File: config.mk
export PLATFORM = sky130hd
export DESIGN_NAME = ram_writeboard
export DESIGN_NICKNAME = d
export VERILOG_FILES = /design/src/rtl/ram_writeboard.sv
export SDC_FILE = /design/constraint.sdc
export NUM_CORES = 1
export LEC_CHECK = 0
export BUFFER_PORTS_ARGS = -buffer_cell sky130_fd_sc_hd__buf_4
export CORE_ASPECT_RATIO = 0.5
export CORE_MARGIN = 2
export CORE_UTILIZATION = 51
export CTS_BUF_LIST = sky130_fd_sc_hd__clkbuf_8 sky130_fd_sc_hd__clkbuf_16
export CTS_CLUSTER_DIAMETER = 50
export CTS_CLUSTER_SIZE = 16
export DETAILED_ROUTE_END_ITERATION = 8
export PLACE_DENSITY = 0.77
export SYNTH_ARGS = -nofsm -noshare
export SYNTH_HDL_FRONTEND = slang
export SYNTH_SLANG_ARGS = --single-unit
File: constraint.sdc
create_clock -name clk_i -period 2.35 [get_ports clk_i]
set_input_delay 0.47 -clock clk_i [delete_from_list [all_inputs] [get_ports clk_i]]
set_output_delay 0.47 -clock clk_i [all_outputs]
set_load 0.01 [all_outputs]
File: src/rtl/ram_writeboard.sv
// Nibble-at-a-time word assembler that writes one 32-bit word per eight load events.
// Optional read-back verification is enabled by defining RAM_WRITEBOARD_READBACK_EN.
module ram_writeboard #(
  parameter int unsigned D = 8,
  parameter int unsigned W = 32
) (
  input  logic         clk_i,
  input  logic         rst_ni,
  input  logic [D-1:0] addr_i,
  input  logic [3:0]   nibble_i,
  input  logic         load_i,
  input  logic         abort_i,
  output logic         wren_o,
  output logic [D-1:0] waddr_o,
  output logic [W-1:0] wdata_o,
  output logic [2:0]   count_o,
  output logic         busy_o,
  output logic         done_o,
  output logic [6:0]   display_o
`ifdef RAM_WRITEBOARD_READBACK_EN
  ,
  output logic         rden_o,
  input  logic [W-1:0] rdata_i,
  output logic         err_o
`endif
);

  typedef enum logic [2:0] {
    StIdle,
    StCollect,
    StWrite,
    StVerify,
    StDone
  } state_e;

  state_e       state_q, state_d;
  logic [W-1:0] word_q, word_d;
  logic [D-1:0] addr_q, addr_d;
  logic [2:0]   count_q, count_d;
  logic [6:0]   disp_q, disp_d;
  logic [W-1:0] wdata_q;
  logic [D-1:0] waddr_q;
  logic         load_prev_q;
  logic         load_evt;
  logic         take;

  // Active-low segments, bit order {g,f,e,d,c,b,a}.
  function automatic logic [6:0] seg7(input logic [3:0] n);
    case (n)
      4'h0: seg7 = 7'b1000000;
      4'h1: seg7 = 7'b1111001;
      4'h2: seg7 = 7'b0100100;
      4'h3: seg7 = 7'b0110000;
      4'h4: seg7 = 7'b0011001;
      4'h5: seg7 = 7'b0010010;
      4'h6: seg7 = 7'b0000010;
      4'h7: seg7 = 7'b1111000;
      4'h8: seg7 = 7'b0000000;
      4'h9: seg7 = 7'b0010000;
      4'ha: seg7 = 7'b0001000;
      4'hb: seg7 = 7'b0000011;
      4'hc: seg7 = 7'b1000110;
      4'hd: seg7 = 7'b0100001;
      4'he: seg7 = 7'b0000110;
      default: seg7 = 7'b0001110;
    endcase
  endfunction

  assign load_evt = load_i & ~load_prev_q;

`ifdef RAM_WRITEBOARD_READBACK_EN
  logic vphase_q;
  logic err_q;
`endif

  always_comb begin
    state_d = state_q;
    word_d  = word_q;
    addr_d  = addr_q;
    count_d = count_q;
    take    = 1'b0;
    case (state_q)
      StIdle: begin
        if (abort_i) begin
          count_d = 3'd0;
          word_d  = '0;
        end else if (load_evt) begin
          word_d  = {{(W-4){1'b0}}, nibble_i};
          addr_d  = addr_i;
          count_d = 3'd1;
          take    = 1'b1;
          state_d = StCollect;
        end
      end
      StCollect: begin
        if (abort_i) begin
          count_d = 3'd0;
          word_d  = '0;
          state_d = StIdle;
        end else if (load_evt) begin
          word_d[{count_q, 2'b00} +: 4] = nibble_i;
          count_d = count_q + 3'd1;
          take    = 1'b1;
          if (count_q == 3'd7) state_d = StWrite;
        end
      end
`ifdef RAM_WRITEBOARD_READBACK_EN
      StWrite:  state_d = StVerify;
      StVerify: state_d = vphase_q ? StDone : StVerify;
`else
      StWrite:  state_d = StDone;
`endif
      StDone:   state_d = StIdle;
      default:  state_d = StIdle;
    endcase
    disp_d = take ? seg7(nibble_i) : disp_q;
  end

  always_ff @(posedge clk_i) begin
    if (!rst_ni) begin
      state_q     <= StIdle;
      word_q      <= '0;
      addr_q      <= '0;
      count_q     <= 3'd0;
      disp_q      <= 7'b1000000;
      wdata_q     <= '0;
      waddr_q     <= '0;
      load_prev_q <= 1'b1;
    end else begin
      state_q     <= state_d;
      word_q      <= word_d;
      addr_q      <= addr_d;
      count_q     <= count_d;
      disp_q      <= disp_d;
      load_prev_q <= load_i;
      // Write port registers change only on entry to WRITE and hold afterwards.
      if (state_q == StCollect && state_d == StWrite) begin
        wdata_q <= word_d;
        waddr_q <= addr_q;
      end
    end
  end

`ifdef RAM_WRITEBOARD_READBACK_EN
  always_ff @(posedge clk_i) begin
    if (!rst_ni) begin
      vphase_q <= 1'b0;
      err_q    <= 1'b0;
    end else begin
      vphase_q <= (state_q == StVerify) && !vphase_q;
      if (state_q == StVerify && vphase_q) err_q <= (rdata_i != word_q);
    end
  end

  assign rden_o = (state_q == StVerify) && !vphase_q;
  assign err_o  = err_q;
`endif

  assign wren_o    = (state_q == StWrite);
  assign done_o    = (state_q == StDone);
  assign busy_o    = (state_q != StIdle);
  assign waddr_o   = waddr_q;
  assign wdata_o   = wdata_q;
  assign count_o   = count_q;
  assign display_o = disp_q;

endmodule

# After elaboration in Yosys (flattened, before gate mapping)
# Memory sizes are Yosys's and may differ from the RTL's. A register that Yosys moved wholly into a read port is not among the register bits.
# Index checks and enable logic that the tools add are counted.
[totals] word_cells=50 mem_count=1 regBits=87 in_bits=16 out_inout_bits=53 romBits=112
[classes] n_reduce_logical=8 addsub=2 n_mux=20 n_shift=2 bitwise=3 eq_ne=7
[memory_table] memory="(name not given)" depth=16 width=7 rd=1 rd_clocked_by_memory_dff=1 write_ports=0 line_no="49" text="case (n)"
[ops] operator="$mux 32" n=4
[ops] operator="$pmux 32 s2" n=1
[ops] operator="$bwmux 32" n=1
[ops] operator="$shift 4x7->32 const A" n=1
[ops] operator="$shiftx 4x7->32" n=1
[ops] operator="$mux 3" n=9
[ops] operator="$pmux 3 s3" n=1
[ops] operator="$neg 5->7" n=1
[ops] operator="$eq 3x2->1 const B" n=2
[ops] operator="$eq 3x3->1 const B" n=2
[ops] operator="$ne 3x3->1 const B" n=2
[ops] operator="$pmux 3 s2" n=1
[ops] operator="$reduce_and 3->1" n=2
[ops] operator="$add 3x1->3 const B" n=1
[ops] operator="$eq 3x1->1 const B" n=1
[ops] operator="$logic_not 3->1" n=1
[ops] operator="$mux 1" n=3
[ops] operator="$reduce_bool 3->1" n=1
[ops] operator="$not 1->1" n=2
[ops] operator="$reduce_bool 2->1" n=1
[ops] operator="$reduce_or 2->1" n=1
[ops] operator="$and 1x1->1" n=1
[ops] operator="$logic_and 1x1->1" n=1
[ops] operator="$logic_not 1->1" n=1

# Depth between registers and ports, before layout
[depth] depth_word=7 mapped_depth=8 ltp_nobuf=7

# Least setup slack after synthesis
# Ideal clock, no wire load.
[synth_timing] path_type="register to register" from="register count_q[0], in the netlist count_o[0]" to="register word_q[0]" required_ns=2.234 synth_period_minus_slack_ns=2.424 n_path_buf=1 slack_ns=-0.074 arrival_ns=2.308 stages_incl_launch_ff=9 setup_time_ns=0.116 cell_sequence="dfxtp_1 -> inv_1 -> ha_1 -> ha_1 -> or3b_2 -> clkbuf_1 -> o31ai_1 -> a21oi_1 -> o211a_1"
[synth_via] elab_chain_cells=6 word_cells_on_any_way=7 classes_between="add/sub: 1; shift: 2; mux: 4"
[synth_rtl] element="from (decl)" line_no="39" text="logic [2:0] count_q, count_d;"
[synth_rtl] element="from (signal assigned)" line_no="133" text="count_q <= count_d;"
[synth_rtl] element="$neg 5->7 *" line_no="101" text="word_d[{count_q, 2'b00} +: 4] = nibble_i;"
[synth_rtl] element="$shiftx 4x7->32 or $shift 4x7->32 (tied branches)" line_no="101"
[synth_rtl] element="$bwmux 32 *" line_no="101"
[synth_rtl] element="$mux 32 *" line_no="100" text="end else if (load_evt) begin"
[synth_rtl] element="$mux 32 *" line_no="96" text="if (abort_i) begin"
[synth_rtl] element="$pmux 32 s2 *" line_no="82" text="case (state_q)"
[synth_rtl] element="to (signal assigned)" line_no="131" text="word_q <= word_d;"
[synth_rtl] element="to (decl)" line_no="37" text="logic [W-1:0] word_q, word_d;"
# Mark *: on every way between the ends. The rest lies on a longest branch, timed or not.
# A chain may end at the register's enable or synchronous reset.

# Worst setup path after layout
# Same ends and word-level chain as after synthesis.

==> results list <==
* Final total negative setup slack: 0 ns
- After the last flow step, the layout net total stands at 564.
* Latest clock arrival within the worst-skew pair: 0.34 ns
- Of the total power, registers draw 50.0%.
* Startpoint Class: register
* Floorplan die width: 133 um
* Endpoint of the worst register-to-register path: word_q[0]
* Crit path DAT: 2.49 ns
- In this run, distinct cell masters in the synthesized netlist total 49.
- In the finished design, the share of the clock period the worst path needs comes to 96.0%.
- For the finished layout, the period the worst path requires is 2.26 ns.
* Leakage power summed over all cells: 2.01 nW
- Detailed routing inserted a total of 3806 vias.
* CTS H-Tree Depth: 3
* Final number of setup-violating endpoints: 0
* Mean number of vias per cell: 5.84
* Cell type with the highest aggregate area in the netlist: sky130_fd_sc_hd__dfxtp_1
- Placement Rows: 23
- Per report_power, the clock group accounts for 43.9% of the total.
* First drt pass iteration count: 5
- Number of diodes added for antenna fixing: 0
- Maximum clock frequency: 443 MHz
- For this run, the number of Yosys warnings is 0.
- Final Skew: 0.00569 ns
- Total power after layout: 3.22 mW
- Of the total power, the share spent switching nets is 22.7%.
- The die covers 9170 um2.
- For met2 alone, demand over resource in global routing was 37.2%.
* Category of the worst setup path capture point: register
* Number of global-route vias before repair: 3399
- Layout overhead on the synthesized area: 20.7%
- Top FF cell, synth: sky130_fd_sc_hd__dfxtp_1
* Reg-to-reg critical path startpoint: count_o[0]
- During placement, the flow inserted port buffers numbering 68.
- The number of max-slew violations in the final report is 0.
- After detailed routing, the number of remaining DRC violations is 0.
* Count of endpoints failing hold in the final timing report: 0
- Counting along the longest clock path gives a buffer depth of 2.
* Number of nets with antenna violations after routing: 0
- Placer congestion estimate: 0.883
- Power Internal: 2.49 mW
- Summed over all nets, the half-perimeter wirelength after detailed placement is 6680 um.
- Met3 Usage GRT: 5.99%
* Reg2reg setup slack: 0.09 ns
- Number of register bits inferred by synthesis: 94
- Synth Cell Area: 4270 um2
- The number of antenna violations at the first check in global routing came to 0.
- Power per cell area: 625 nW/um2
* Average wire per cell in the routed design: 15.7 um
* Post-synthesis net count: 513
- Number of cells traversed by the worst register-to-register path: 7
- Sequential cells were found to cover 44.1% of the synthesized design area.
* Most common cell after layout, fill and taps aside: sky130_fd_sc_hd__dfxtp_1
* Overflow left after global routing: 0
* Largest net degree at the start of global routing: 71
* Overall global routing resource usage: 22.9%
* Combinational share of power: 6.1%
- Counting every instance in the synthesized netlist gives 484.
- For this design, the sink count on the clock tree is 94.
- The synthesized design contains 0 enable-type register cells.
- The routed design has 10200 um of wire.
- For the pin with the worst max-slew slack, the measured transition is 0.712 ns.
- For this block, the initial DRC count from the detailed router was 301.
* Worst Setup EP: word_q[0]
- The top cell types in the final layout, fill and taps aside, are sky130_fd_sc_hd__dfxtp_1, sky130_fd_sc_hd__buf_4, sky130_fd_sc_hd__o21ai_0.
- Post-CTS timing repair inserted 0 buffers for setup.
* Hold buffer count at CTS: 0
- Routing usage on met1: 30.2%
- Outcome: finished clean
- At the worst endpoint, the required time is 2.59 ns.
- Setup repair after global routing left no endpoint under its margin.
- The path class of the tightest hold or removal check is in -> reg.
- 69 I/O pins were placed.
- From bottom edge to top edge, the die measures 68.7 um.
- Slew HR: 52.5%
* Worst ir drop on vdd: 0.000353 V
* Layout cell share with drive strength beyond 1: 22.2%
- By area the synthesized netlist is led by sky130_fd_sc_hd__dfxtp_1, sky130_fd_sc_hd__o21ai_0, sky130_fd_sc_hd__a21oi_1.
* Psw: 0.731 mW
- Effective utilization at floorplan: 53.0%
- Critical Path Start: count_o[0]
- After synthesis, the largest area contributor takes up 44.1% of total cell area.
* Maximum fanout along the worst path: 6
* # Max-Cap Violations: 0
- After global routing, the most crowded layer is met2.
- Fraction of registers with async set or reset after synthesis: 0%
- TritonCTS built the clock tree.
- After floorplanning, the core was sized to cover 8060 um2.
* Clock transition at the registers of the reported paths: 0.06 ns
* Root buffer cell: sky130_fd_sc_hd__clkbuf_16
- Wire length of the first global-routing pass: 16500 um
- Crit path kind: reg -> reg
- TritonCTS Buffers: 9
* Syn avg cell area: 8.82 um2
* Number of gates resized after CTS: 0
layout make-up:
cell class	instances	area [um2]
clock buffers	9	225
clock inverters	7	63.8
fillers	722	2910
inverters	9	33.8
multi-input cells	338	2170
flip-flops and latches	94	1880
well taps	112	140
repair buffers	83	636
sequential cells by signal, summed over array words and instances (netlist names):
signal / flops
word_q: 32
addr_q: 8
wdata_o: 32
display_o: 7
state_q: 3
load_prev_q: 1
waddr_o: 8
count_o: 3
layer usage:
metal | vias up | wire length, um
met4 | 0 | 114
li1 | 1882 | -
met3 | 11 | 613
met1 | 1793 | 4910
met2 | 120 | 4590
met5 | - | 0
through the flow:
stage	cells	area, um2	util [%]	hold slack [ns]	worst slack [ns]
4_1_cts	652	5140	63.8	0.357	0.112
3_3_place_gp	636	4850	60.2	0.440	0.175
5_1_grt	652	5150	63.9	0.371	0.00536
2_1_floorplan	484	4270	-	0.431	0.0446
3_5_place_dp	636	4850	60.2	0.446	0.118
6_report	652	5150	63.9	0.359	0.0938
synthesized netlist by cell type (12+ instances only):
cell / instances
sky130_fd_sc_hd__clkbuf_1: 26
sky130_fd_sc_hd__a21oi_1: 44
sky130_fd_sc_hd__buf_2: 12
sky130_fd_sc_hd__nand3_1: 36
sky130_fd_sc_hd__nand4_1: 12
sky130_fd_sc_hd__nor2_1: 24
sky130_fd_sc_hd__dfxtp_1: 94
sky130_fd_sc_hd__ha_1: 13
sky130_fd_sc_hd__a31oi_1: 27
sky130_fd_sc_hd__o21ai_0: 58
sky130_fd_sc_hd__nand2_1: 27
cell families (layout without fill, tap and decap cells):
group,count (synthesis),count (layout),synth area share [%]
compound gates,182,182,27.3
simple gates,130,130,16.3
flops,94,94,44.1
buf+inv,52,108,5.39
fa+ha+maj,13,13,3.81
mux,13,13,3.11
power groups by stage:
stage / clock (mW) / combinational [mW] / sequential, mW
final: 1.41 / 0.195 / 1.61
after global routing: 1.52 / 0.213 / 1.61
after CTS: 1.44 / 0.194 / 1.61
after detailed placement: 0 / 0.193 / 1.65
after global placement: 0 / 0.191 / 1.65
after floorplan: 0 / 0.122 / 1.65
worst min path at each step:
stage                          from          to  cells past startpoint
after floorplan           addr_q[0]  waddr_o[0]                      2
after global placement    addr_q[2]  waddr_o[2]                      2
after global routing      addr_i[0]   addr_q[0]                      3
final                     addr_i[2]   addr_q[2]                      3
after detailed placement  addr_q[7]  waddr_o[7]                      2
after CTS                 addr_i[0]   addr_q[0]                      3
critical path: stages (launching register included):
cell and delay [ns]:
sky130_fd_sc_hd__dfxtp_2 0.32, sky130_fd_sc_hd__inv_1 0.05, sky130_fd_sc_hd__ha_1 0.22, sky130_fd_sc_hd__ha_1 0.33, sky130_fd_sc_hd__or3b_2 0.58, sky130_fd_sc_hd__o31ai_1 0.33
sky130_fd_sc_hd__a21oi_1 0.11, sky130_fd_sc_hd__o211a_1 0.20
No activity file was read; power rests on OpenSTA's default activity.
